**src/rtl/unsigned8b_err_metric_accum_if.sv**
```systemverilog
// Sample stream, campaign control and result bus of the approximate-multiplier error-metric accumulator.
// The master feeds samples and starts campaigns; the slave is the accumulator.
interface unsigned8b_err_metric_accum_if #(
    parameter int W     = 8,
    parameter int CNT_W = 2*W+1,
    parameter int SAE_W = 2*W+CNT_W,
    parameter int SSE_W = 4*W+CNT_W
);
    logic             start;
    logic [CNT_W-1:0] num_samples;
    logic             in_valid;
    logic             in_ready;
    logic [W-1:0]     in_x;
    logic [W-1:0]     in_y;
    logic [2*W-1:0]   in_z;
    logic             busy;
    logic             done;
    logic [CNT_W-1:0] sample_cnt;
    logic [CNT_W-1:0] err_cnt;
    logic [2*W-1:0]   max_abs_err;
    logic [SAE_W-1:0] sum_abs_err;
    logic [SSE_W-1:0] sum_sq_err;

    modport master (
        output start, num_samples, in_valid, in_x, in_y, in_z,
        input  in_ready, busy, done, sample_cnt, err_cnt, max_abs_err, sum_abs_err, sum_sq_err
    );

    modport slave (
        input  start, num_samples, in_valid, in_x, in_y, in_z,
        output in_ready, busy, done, sample_cnt, err_cnt, max_abs_err, sum_abs_err, sum_sq_err
    );
endinterface

```
**src/rtl/unsigned8b_err_metric_accum.sv**
```systemverilog
// Scores an approximate WxW multiplier: recomputes x*y for each streamed sample and accumulates
// sum |e|, sum e^2, max |e|, nonzero-error count and sample count over one campaign per start.
module unsigned8b_err_metric_accum #(
    parameter int W     = 8,
    parameter int CNT_W = 2*W+1,
    parameter int SAE_W = 2*W+CNT_W,
    parameter int SSE_W = 4*W+CNT_W
) (
    input logic clk,
    input logic rst_n,
    unsigned8b_err_metric_accum_if.slave bus
);
    typedef enum logic [1:0] {IDLE, RUN, DRAIN, DONE} state_e;

    localparam int SAE_X = ((SAE_W > 2*W) ? SAE_W : 2*W) + 1;
    localparam int SSE_X = ((SSE_W > 4*W) ? SSE_W : 4*W) + 1;

    state_e           state_q, state_d;
    logic [CNT_W-1:0] numLat_q, numLat_d;
    logic [CNT_W-1:0] acceptCnt_q, acceptCnt_d;
    logic             inReady, accept, clearRes;

    logic             inV_q;
    logic [W-1:0]     inX_q, inY_q;
    logic [2*W-1:0]   inZ_q;
    logic             s1V_q;
    logic [2*W:0]     s1Err_q;
    logic [2*W-1:0]   s1Abs_q;

    logic [CNT_W-1:0] sampleCnt_q, sampleCnt_d;
    logic [CNT_W-1:0] errCnt_q, errCnt_d;
    logic [2*W-1:0]   maxAbs_q, maxAbs_d;
    logic [SAE_W-1:0] sumAbs_q, sumAbs_d;
    logic [SSE_W-1:0] sumSq_q, sumSq_d;

    logic [2*W-1:0]   exactC;
    logic [2*W:0]     errC, negErrC;
    logic [2*W-1:0]   absC;
    logic [4*W-1:0]   sq;
    logic [CNT_W:0]   sampleSum, errSum;
    logic [SAE_X-1:0] saeSum;
    logic [SSE_X-1:0] sseSum;

    assign inReady = (state_q == RUN) && (acceptCnt_q < numLat_q);
    assign accept  = inReady && bus.in_valid;

    always_comb begin
        state_d     = state_q;
        numLat_d    = numLat_q;
        acceptCnt_d = acceptCnt_q;
        clearRes    = 1'b0;
        unique case (state_q)
            IDLE, DONE: begin
                if (bus.start) begin
                    clearRes    = 1'b1;
                    acceptCnt_d = '0;
                    numLat_d    = bus.num_samples;
                    state_d     = (bus.num_samples == '0) ? DONE : RUN;
                end
            end
            RUN: begin
                if (accept) begin
                    acceptCnt_d = acceptCnt_q + CNT_W'(1);
                    if (acceptCnt_d == numLat_q) state_d = DRAIN;
                end
            end
            // Leaving when only S1 is occupied lets DONE rise on the same edge as the final update.
            DRAIN: begin
                if (!inV_q) state_d = DONE;
            end
            default: state_d = IDLE;
        endcase
    end

    always_ff @(posedge clk or negedge rst_n) begin
        if (!rst_n) begin
            state_q     <= IDLE;
            numLat_q    <= '0;
            acceptCnt_q <= '0;
        end else begin
            state_q     <= state_d;
            numLat_q    <= numLat_d;
            acceptCnt_q <= acceptCnt_d;
        end
    end

    assign exactC  = {{W{1'b0}}, inX_q} * {{W{1'b0}}, inY_q};
    assign errC    = {1'b0, inZ_q} - {1'b0, exactC};
    assign negErrC = -errC;
    assign absC    = errC[2*W] ? negErrC[2*W-1:0] : errC[2*W-1:0];

    // Accepted samples are captured first, then S1 holds e and |e| for the accumulate stage.
    always_ff @(posedge clk or negedge rst_n) begin
        if (!rst_n) begin
            inV_q   <= 1'b0;
            inX_q   <= '0;
            inY_q   <= '0;
            inZ_q   <= '0;
            s1V_q   <= 1'b0;
            s1Err_q <= '0;
            s1Abs_q <= '0;
        end else begin
            inV_q <= accept;
            if (accept) begin
                inX_q <= bus.in_x;
                inY_q <= bus.in_y;
                inZ_q <= bus.in_z;
            end
            s1V_q <= inV_q;
            if (inV_q) begin
                s1Err_q <= errC;
                s1Abs_q <= absC;
            end
        end
    end

    assign sq        = {{2*W{1'b0}}, s1Abs_q} * {{2*W{1'b0}}, s1Abs_q};
    assign sampleSum = {1'b0, sampleCnt_q} + (CNT_W+1)'(1);
    assign errSum    = {1'b0, errCnt_q} + (CNT_W+1)'(s1Err_q != '0);
    assign saeSum    = SAE_X'(sumAbs_q) + SAE_X'(s1Abs_q);
    assign sseSum    = SSE_X'(sumSq_q) + SSE_X'(sq);

    // Every accumulator sticks at all-ones instead of wrapping when the widths are narrowed.
    always_comb begin
        sampleCnt_d = sampleSum[CNT_W] ? '1 : sampleSum[CNT_W-1:0];
        errCnt_d    = errSum[CNT_W] ? '1 : errSum[CNT_W-1:0];
        maxAbs_d    = (s1Abs_q > maxAbs_q) ? s1Abs_q : maxAbs_q;
        sumAbs_d    = (saeSum > SAE_X'({SAE_W{1'b1}})) ? '1 : saeSum[SAE_W-1:0];
        sumSq_d     = (sseSum > SSE_X'({SSE_W{1'b1}})) ? '1 : sseSum[SSE_W-1:0];
    end

    always_ff @(posedge clk or negedge rst_n) begin
        if (!rst_n) begin
            sampleCnt_q <= '0;
            errCnt_q    <= '0;
            maxAbs_q    <= '0;
            sumAbs_q    <= '0;
            sumSq_q     <= '0;
        end else if (clearRes) begin
            sampleCnt_q <= '0;
            errCnt_q    <= '0;
            maxAbs_q    <= '0;
            sumAbs_q    <= '0;
            sumSq_q     <= '0;
        end else if (s1V_q) begin
            sampleCnt_q <= sampleCnt_d;
            errCnt_q    <= errCnt_d;
            maxAbs_q    <= maxAbs_d;
            sumAbs_q    <= sumAbs_d;
            sumSq_q     <= sumSq_d;
        end
    end

    assign bus.in_ready    = inReady;
    assign bus.busy        = (state_q == RUN) || (state_q == DRAIN);
    assign bus.done        = (state_q == DONE);
    assign bus.sample_cnt  = sampleCnt_q;
    assign bus.err_cnt     = errCnt_q;
    assign bus.max_abs_err = maxAbs_q;
    assign bus.sum_abs_err = sumAbs_q;
    assign bus.sum_sq_err  = sumSq_q;
endmodule

```
**src/flat_wrapper.sv**
```systemverilog
// flat-port wrapper written by rule: the top's interface ports become plain ports
module unsigned8b_err_metric_accum_flat 
#(
    parameter int W     = 8,
    parameter int CNT_W = 2*W+1,
    parameter int SAE_W = 2*W+CNT_W,
    parameter int SSE_W = 4*W+CNT_W
)
  (clk, rst_n, bus_start, bus_num_samples, bus_in_valid, bus_in_x, bus_in_y, bus_in_z, bus_in_ready, bus_busy, bus_done, bus_sample_cnt, bus_err_cnt, bus_max_abs_err, bus_sum_abs_err, bus_sum_sq_err);
  unsigned8b_err_metric_accum_if #(.W(W), .CNT_W(CNT_W), .SAE_W(SAE_W), .SSE_W(SSE_W)) bus_i ();
  input logic clk;
  input logic rst_n;
  input wire logic [$bits(bus_i.start)-1:0] bus_start;
  input wire logic [$bits(bus_i.num_samples)-1:0] bus_num_samples;
  input wire logic [$bits(bus_i.in_valid)-1:0] bus_in_valid;
  input wire logic [$bits(bus_i.in_x)-1:0] bus_in_x;
  input wire logic [$bits(bus_i.in_y)-1:0] bus_in_y;
  input wire logic [$bits(bus_i.in_z)-1:0] bus_in_z;
  output wire logic [$bits(bus_i.in_ready)-1:0] bus_in_ready;
  output wire logic [$bits(bus_i.busy)-1:0] bus_busy;
  output wire logic [$bits(bus_i.done)-1:0] bus_done;
  output wire logic [$bits(bus_i.sample_cnt)-1:0] bus_sample_cnt;
  output wire logic [$bits(bus_i.err_cnt)-1:0] bus_err_cnt;
  output wire logic [$bits(bus_i.max_abs_err)-1:0] bus_max_abs_err;
  output wire logic [$bits(bus_i.sum_abs_err)-1:0] bus_sum_abs_err;
  output wire logic [$bits(bus_i.sum_sq_err)-1:0] bus_sum_sq_err;
  assign bus_i.start = bus_start;
  assign bus_i.num_samples = bus_num_samples;
  assign bus_i.in_valid = bus_in_valid;
  assign bus_i.in_x = bus_in_x;
  assign bus_i.in_y = bus_in_y;
  assign bus_i.in_z = bus_in_z;
  assign bus_in_ready = bus_i.in_ready;
  assign bus_busy = bus_i.busy;
  assign bus_done = bus_i.done;
  assign bus_sample_cnt = bus_i.sample_cnt;
  assign bus_err_cnt = bus_i.err_cnt;
  assign bus_max_abs_err = bus_i.max_abs_err;
  assign bus_sum_abs_err = bus_i.sum_abs_err;
  assign bus_sum_sq_err = bus_i.sum_sq_err;
  unsigned8b_err_metric_accum #(.W(W), .CNT_W(CNT_W), .SAE_W(SAE_W), .SSE_W(SSE_W)) u_core (.clk(clk), .rst_n(rst_n), .bus(bus_i));
endmodule
```
**config.mk**
```make
export PLATFORM = sky130hd
export DESIGN_NAME = unsigned8b_err_metric_accum_flat
export DESIGN_NICKNAME = d
export VERILOG_FILES = /design/src/rtl/unsigned8b_err_metric_accum_if.sv /design/src/rtl/unsigned8b_err_metric_accum.sv /design/src/flat_wrapper.sv
export SDC_FILE = /design/constraint.sdc
export NUM_CORES = 1
export LEC_CHECK = 0
export ABC_AREA = 1
export CAP_MARGIN = 25
export CORE_MARGIN = 2
export CORE_UTILIZATION = 40
export CTS_BUF_LIST = sky130_fd_sc_hd__clkbuf_8
export DETAILED_ROUTE_END_ITERATION = 8
export PLACE_DENSITY = 0.57
export REMOVE_ABC_BUFFERS = 1
export SKIP_LAST_GASP = 1
export SYNTH_ARGS = -nofsm -noshare
export SYNTH_HDL_FRONTEND = slang
export SYNTH_SLANG_ARGS = --single-unit
```
**constraint.sdc**
```tcl
create_clock -name clk -period 7.8 [get_ports clk]
set_clock_uncertainty 0.2 [all_clocks]
set_input_delay 1.17 -clock clk [delete_from_list [all_inputs] [get_ports clk]]
set_output_delay 1.17 -clock clk [all_outputs]
set_load 0.02 [all_outputs]
```
# Word level (Yosys, flattened, before mapping)
# Index checks and enable logic that the tools add are counted.
# W data, S select, Z words.
classes:
  n_shift: 0
  eq_ne: 8
  addsub: 7
  mux: 27
  reduce_logical: 14
  multipliers: 2
  div: 0
  n_bitwise: 0
  n_lt_le_gt_ge: 4
ops:
  columns: ["cell", "n"]
  rows:
  - ["$mux W49", 3]
  - ["$mux W17", 8]
  - ["$mux W33", 3]
  - ["$mux W16", 4]
  - ["$add A49 B32 Y50", 1]
  - ["$gt A50 B49 Y1 const B", 1]
  - ["$add A33 B16 Y34", 1]
  - ["$gt A34 B33 Y1 const B", 1]
  - ["$pmux W17 S2", 1]
  - ["$mul A16 B16 Y32", 1]
  - ["$add A17 B1 Y18", 1]
  - ["$add A17 B1 Y18 const B", 1]
  - ["$add A17 B1 Y17 const B", 1]
  - ["$eq A17 B17 Y1", 1]
  - ["$logic_not A17 Y1", 1]
  - ["$lt A17 B17 Y1", 1]
  - ["$reduce_bool A17 Y1", 1]
  - ["$sub A16 B16 Y17", 1]
  - ["$gt A16 B16 Y1", 1]
  - ["$mul A8 B8 Y16", 1]
  - ["$neg A16 Y16", 1]
  - ["$mux W2", 5]
  - ["$ne A2 B2 Y1 const B", 3]
  - ["$pmux W2 S3", 1]
  - ["other kinds (12)", 18]
word_totals:
  ramBits: 0
  romBits: 0
  latchBits: 0
  reg_bits: 235
  in_bits: 53
  output_inout_bits: 135
  mem_count: 0

# Logic depth before layout (Yosys ltp)
# Gate-level depths: netlist (run 1).
logic_depth:
  word_depth: 6
  ltp_mapped: 31
  depth_no_buf: 30

# Worst setup path before layout (run 1)
# OpenSTA, ideal clock, no wires.
synth_timing:
  path_type: "reg2reg"
  startpoint: "reg u_core.s1Abs_q[1]"
  endpoint: "reg u_core.sumSq_q[30] (netlist: u_core.bus.sum_sq_err[30])"
  stages_incl_launch_ff: 27
  required_time_ns: 7.483
  slack_ns: 1.594
  setup_ns: 0.117
  arrival_time_ns: 5.889
  period_less_slack_ns: 6.206
  cell_sequence: "dfrtp_1 -> clkbuf_1 -> buf_1 -> nand2_1 -> fa_1 -> inv_1 -> fa_1 -> fa_1 -> fa_1 -> fa_1 -> inv_1 -> fa_1 -> inv_1 -> ha_1 -> a21oi_1 -> nand2_1 -> a21oi_1 -> o21ai_2 -> nand2_1 -> nand2_2 -> nand2_2 -> nand2_4 -> nand2_4 -> buf_6 -> nand3b_2 -> nand2_1 -> nand2_1"
synth_via:
  elab_chain_len: 6
synth_rtl:
  columns: ["element", "line", "text"]
  rows:
  - ["from (decl)", "unsigned8b_err_metric_accum.sv:28", "logic [2*W-1:0] s1Abs_q;"]
  - ["from (signal assigned)", "unsigned8b_err_metric_accum.sv:112", "s1Abs_q <= absC;"]
  - ["$mul A16 B16 Y32 *", "unsigned8b_err_metric_accum.sv:117", "assign sq = {{2*W{1'b0}}, s1Abs_q} * {{2*W{1'b0}}, s1Abs_q};"]
  - ["$add A49 B32 Y50 *", "unsigned8b_err_metric_accum.sv:121", "assign sseSum = SSE_X'(sumSq_q) + SSE_X'(sq);"]
  - ["$gt A50 B49 Y1", "unsigned8b_err_metric_accum.sv:129", "sumSq_d = (sseSum > SSE_X'({SSE_W{1'b1}})) ? '1 : sseSum[SSE_W-1:0];"]
  - ["$mux W49 *", "unsigned8b_err_metric_accum.sv:129", null]
  - ["$mux W49 *", "unsigned8b_err_metric_accum.sv:145", "end else if (s1V_q) begin"]
  - ["$mux W49 *", "unsigned8b_err_metric_accum.sv:139", "end else if (clearRes) begin"]
  - ["to (signal assigned)", "unsigned8b_err_metric_accum.sv:150", "sumSq_q <= sumSq_d;"]
  - ["to (decl)", "unsigned8b_err_metric_accum.sv:34", "logic [SSE_W-1:0] sumSq_q, sumSq_d;"]
# Every way passes the cells marked *; elsewhere a longest branch is shown, timed or not. The select of a mux whose other input is x is not followed.
# A chain may end at the register's enable or synchronous reset.

# Final worst setup path (run 1)
layout_timing:
  startpoint: "reg u_core.s1Abs_q[9]"
  endpoint: "reg u_core.sumSq_q[48] (netlist: u_core.bus.sum_sq_err[48])"
# Same word-level chain as after synthesis.

==> results of run 1 <==
## worst max-delay path, delay by kind of cell (launching register included)
family	cells	cell delay, ns
simple gates	12	1.52
fa+ha+maj	7	3.44
buf+inv	5	0.26
compound gates	3	0.35
flops	1	0.93
## how the worst max path moves through the flow
stage / cells past startpoint / start / endpoint
4_1_cts: 27 / u_core.s1Abs_q[9] / u_core.bus.sum_sq_err[48]
3_3_place_gp: 27 / u_core.s1Abs_q[9] / u_core.bus.sum_sq_err[44]
3_5_place_dp: 27 / u_core.s1Abs_q[9] / u_core.bus.sum_sq_err[27]
2_1_floorplan: 5 / bus_start / u_core.bus.err_cnt[14]
6_report: 27 / u_core.s1Abs_q[9] / u_core.bus.sum_sq_err[48]
5_1_grt: 27 / u_core.s1Abs_q[9] / u_core.bus.sum_sq_err[44]
## per-layer routing
| metal | track usage, % | part of all wire, % |
|---|---|---|
| met5 | 0 | 0.017 |
| met4 | 7.065 | 3.1 |
| met3 | 2.405 | 3.7 |
| met2 | 36.93 | 48 |
| met1 | 28.11 | 45 |
## stage by stage
step	hold slack, ns	area [µm²]
after floorplan	0.2501	25300
after global placement	0.2673	28430
after detailed placement	0.2675	28430
after CTS	0.2864	29430
after global routing	0.2937	29430
final	0.2811	29430
## layout make-up
type,instances,share of cell area (%)
clock inverters,18,0.2763
flip-flops and latches,234,19.89
multi-input cells,2437,56.76
inverters,732,9.335
repair buffers,208,6.955
diodes,1,0.008502
well taps,855,3.635
clock buffers,67,3.133
## cell families after synthesis
kind of cell             Yosys count  synth area share [%]
XOR/XNOR                          80                 2.911
AND/OR/NAND/NOR                 1538                 25.07
AO/OA/AOI/OAI                    367                 7.780
multiplexers                       1               0.04373
flip-flops                       234                 22.74
adder cells (fa/ha/maj)          451                 29.03
buffers and inverters            838                 12.43
## synth_stat cells (all sizes together) (2+ instances only)
| library cell | number |
|---|---|
| o21a | 5 |
| a21o | 6 |
| inv | 730 |
| a21boi | 5 |
| nor3 | 37 |
| o31ai | 2 |
| buf | 23 |
| nor4 | 15 |
| xnor2 | 37 |
| ha | 207 |
| clkbuf | 83 |
| dfrtp | 234 |
| a21oi | 109 |
| nand4 | 35 |
| or2 | 5 |
| nand3 | 192 |
| o211ai | 8 |
| o221ai | 2 |
| nand3b | 5 |
| xor2 | 40 |
| nor3b | 2 |
| xnor3 | 3 |
| clkinv | 2 |
| o21bai | 7 |
| nor2 | 201 |
| o22ai | 8 |
| a31o | 2 |
| nand2 | 1042 |
| o21ai | 198 |
| fa | 244 |
| a31oi | 11 |
| and2 | 4 |
## state kept, by name, indices dropped and copies added, names as in the netlist
register and cells:
u_core.acceptCnt_q 17, u_core.bus.err_cnt 17, u_core.bus.max_abs_err 16, u_core.bus.sample_cnt 17, u_core.bus.sum_abs_err 33, u_core.bus.sum_sq_err 49, u_core.inV_q 1, u_core.inX_q 8
u_core.inY_q 8, u_core.inZ_q 16, u_core.numLat_q 17, u_core.s1Abs_q 16, u_core.s1Err_q 16, u_core.s1V_q 1, u_core.state_q 2
==> results.toml, run 1 <==
[clock_network]
cts_made_buffers = 49
cts_tree = "built"
cts_resized = 0
cts_sinks = 234
cts_setup_buffers = 0
htree_levels = 2
root_buffer = "clkbuf_8"
clk_pin_slew_ns = 0.06
hold_buffers = 0
cts_buffer_depth = 3
clkLatencyLatePin_ns = 0.64

[drt]
drtIter0Drc = 1233
drc_errors = 0
via_per_inst = 4.809
vias = 21890
drt-pass1-iter-count = 6
wl_per_cell_um = 15.26
wl_um = 69460
ant_nets = 0

[worst_hold_path]
hold_depth = 2
hp-start = "u_core.s1Err_q[7]"
whs_endpoint = "u_core.s1Err_q[7]"
hold_class = "reg -> reg"

[timing]
rsz0062_at_grt = "false"
finalHoldViolCount = 0
worst_slack_ns = 0.9238
tightest_slew_ns = 0.9490
finalSetupTns_ns = 0
finalSetupViolCount = 0
slew_viol_final = 0
fmax_mhz = 145.4
maxSlewHeadroom_pct = 36.74
min_period_ns = 6.876
period_share_pct = 88.16

[placement]
dpl.hpwl_um = 53580
io_buffers = 187
gp_congestion = 0.9088
dp_slack_ns = 0.9331
place_inst = 4466

[floorplan]
die_x_um = 257.7
coreArea_um2 = 64000
io_pins = 188
dieHeight_um = 257.7
die_area_um2 = 66410
initial_core_util_pct = 40.23
rows = 93

[final_layout]
layout_commonest_cell = "nand2_1"
multi_input_area_um2 = 16710
n_fill_cell = 6711
drive_above_1_share_pct = 4.410
final_nets = 4166
layout.cells.most_common_list = "1,032 x nand2_1, 736 x inv_1, 244 x fa_1"
fin_cells = 4552
register_area_um2 = 5856
fin_util_pct = 45.99
area_growth_syn_to_layout_pct = 14.32

[synthesis]
ys_ff_latch = 234
synth_top_area_cell = "dfrtp_1"
synth-edff-count = 0
syn-cell-area_um2 = 25750
synth.area.top_cells = "dfrtp_1 23%, fa_1 19%, nand2_1 15%, inv_1 11%, ha_1 10%"
syn_area_per_cell_um2 = 7.337
yosys.area.top_type_share_pct = 22.74
syn_inst = 3509
ys_warn_count = 0
synthFlopType = "dfrtp_1"
yosysSeqAreaShare_pct = 22.74
synth_cell_types = 60
async_flop_share_pct = 100.0

[worst_setup_path]
cp_slowest_cell = "dfrtp_1"
rr_startpoint = "u_core.s1Abs_q[9]"
cp_data_required_time_ns = 8.07
crit_type = "reg -> reg"
end_kind = "register"
r2r-end = "u_core.bus.sum_sq_err[48]"
cp_data_arrival_time_ns = 7.15
ff2ff_path_depth = 27
worstPathMaxFanout = 44
cp_slowest_stage_delay_ns = 0.93
reg2reg_slack_ns = 0.92
crit_path_start_kind = "register"

[global_routing]
grt_pass1_wl_um = 116200
grt_max_degree = 143
grt_overflow = 0
antenna_found_initial = 2
grt_use_total_pct = 21.44
grt_pass1_vias = 22490

[status]
status = "completed"

[job]
drv_cap = 0
Power of run 1 is left out: the tool's default activity adds up to more than one toggle a clock period on the data nets, which glitch-free logic cannot reach.
==> run 2: changes to the inputs <==
Settings changed: SLEW_MARGIN from default to 5.
==> run 2 against run 1 <==
Global-route usage unchanged. Count of clock-buffer cells in the layout is the same. Final cell count is essentially flat. First-iteration DRC count fell by 1.7%. Final area about the same. Die area stayed put. Setup slack lost 0.0083 ns. Non-clock buffer count is 1 higher. Register-to-register slack barely moved. Via count down 0.18%. Critical path depth decreased by 4.
==> results.toml, run 2 (synthesis gave the netlist of run 1 again) <==
[status]
status = "completed"

[timing]
rsz0062_at_grt = "false"
min_period_ns = 6.884
slew_viol_final = 0
finalSetupTns_ns = 0
tightest_slew_ns = 0.9514
period_share_pct = 88.26
fmax_mhz = 145.3
maxSlewHeadroom_pct = 36.57
finalSetupViolCount = 0
finalHoldViolCount = 0

[final_layout]
largest_reg_flops = 49
drive_above_1_share_pct = 4.436
layout_commonest_cell = "nand2_1"
layout.cells.most_common_list = "1,032 x nand2_1, 736 x inv_1, 244 x fa_1"
fin_util_pct = 46.03
final_nets = 4167
fin_area_um2 = 29460
area_growth_syn_to_layout_pct = 14.42

[drt]
wl_per_cell_um = 15.28
ant_nets = 0
drtIter0Drc = 1212
drt-pass1-iter-count = 5
drc_errors = 0
vias = 21850
via_per_inst = 4.800
wl_um = 69580

[worst_hold_path]
hp-start = "u_core.s1Err_q[13]"
whs_endpoint = "u_core.s1Err_q[13]"
hold_class = "reg -> reg"
hold_depth = 2

[clock_network]
root_buffer = "clkbuf_8"
clk_pin_slew_ns = 0.06
cts_buffer_depth = 3
cts_made_buffers = 49
clkLatencyLatePin_ns = 0.64
hold_buffers = 0
cts_tree = "built"
cts_sinks = 234
cts_setup_buffers = 0
cts_resized = 0
htree_levels = 2

[worst_setup_path]
ff2ff_path_depth = 23
r2r-end = "u_core.bus.sum_sq_err[48]"
crit_chain = "nand2_1, fa_1, inv_1, fa_1, fa_1, fa_1, fa_1, inv_1, fa_1, inv_1, ha_1, a21oi_1, nand2_1, a21oi_1, o21ai_2, nand2_1, nand2_2, nand2_2, nand2_4, nand2_4, nand3_1, nand2_1, o21ai_0"
rr_startpoint = "u_core.s1Abs_q[4]"
startpoint = "u_core.s1Abs_q[4]"
cp_slowest_cell = "dfrtp_1"
cp_data_required_time_ns = 8.07
cp_data_arrival_time_ns = 7.15
crit_top_cell = "fa_1"
crit_path_start_kind = "register"
worstPathMaxFanout = 44
cp_slowest_stage_delay_ns = 0.92
crit_type = "reg -> reg"
end_kind = "register"
reg2reg_slack_ns = 0.92

[global_routing]
grt_max_degree = 143
met2_usage_pct = 36.93
grtUsageMet1_pct = 28.11
antenna_found_initial = 2
grt_pass1_wl_um = 116200
grt_overflow = 0
top_usage_layer = "met2"
met3_usage_pct = 2.405
grt_use_total_pct = 21.44
grt_pass1_vias = 22490

[placement]
gp_congestion = 0.9088
dpl.hpwl_um = 53580
io_buffers = 187
post_dp_cell_area_um2 = 28430

[floorplan]
coreArea_um2 = 64000
die_x_um = 257.7
dieHeight_um = 257.7
initial_core_util_pct = 40.23
io_pins = 188
die_area_um2 = 66410
rows = 93

[job]
drv_cap = 0
## run 2: area by class of cell
type	count	area (µm²)
Fill cell	6708	34540
Multi-Input combinational cell	2437	16710
Sequential cell	234	5856
Inverter	732	2748
Timing Repair Buffer	209	2074
Tap cell	855	1070
Clock buffer	67	922.1
Clock inverter	18	81.33
Antenna cell	1	2.502
## run 2: how the worst max path moves through the flow
stage / slack [ns] / end / depth (start not counted)
after global placement: 1.04 / u_core.bus.sum_sq_err[44] / 27
after detailed placement: 0.93 / u_core.bus.sum_sq_err[27] / 27
after floorplan: 1.14 / u_core.bus.err_cnt[14] / 5
after global routing: 0.47 / u_core.bus.sum_sq_err[44] / 27
after CTS: 0.87 / u_core.bus.sum_sq_err[48] / 27
final: 0.92 / u_core.bus.sum_sq_err[48] / 23
## run 2: metrics by stage
step	std cells	setup WS [ns]	hold WS [ns]
after CTS	4551	0.8744	0.2864
after global placement	4466	1.036	0.2673
after global routing	4553	0.4676	0.2937
after floorplan	3403	1.143	0.2501
after detailed placement	4466	0.9331	0.2675
final	4553	0.9155	0.2808
## run 2: worst max-delay path, delay by kind of cell (launching register included)
family | cells | cell delay (ns)
AOI/OAI and AO/OA | 4 | 0.54
adders and majority gates | 7 | 3.58
buffers and inverters | 3 | 0.16
DFF | 1 | 0.92
and+or+nand+nor | 9 | 1.29
## run 2: metal layers
metal	vias up	part of all wire (%)
met2	396	48
met5	-	0.017
li1	11080	-
met4	2	3.1
met3	107	3.6
met1	10270	46
Power of run 2 is left out for the same reason.
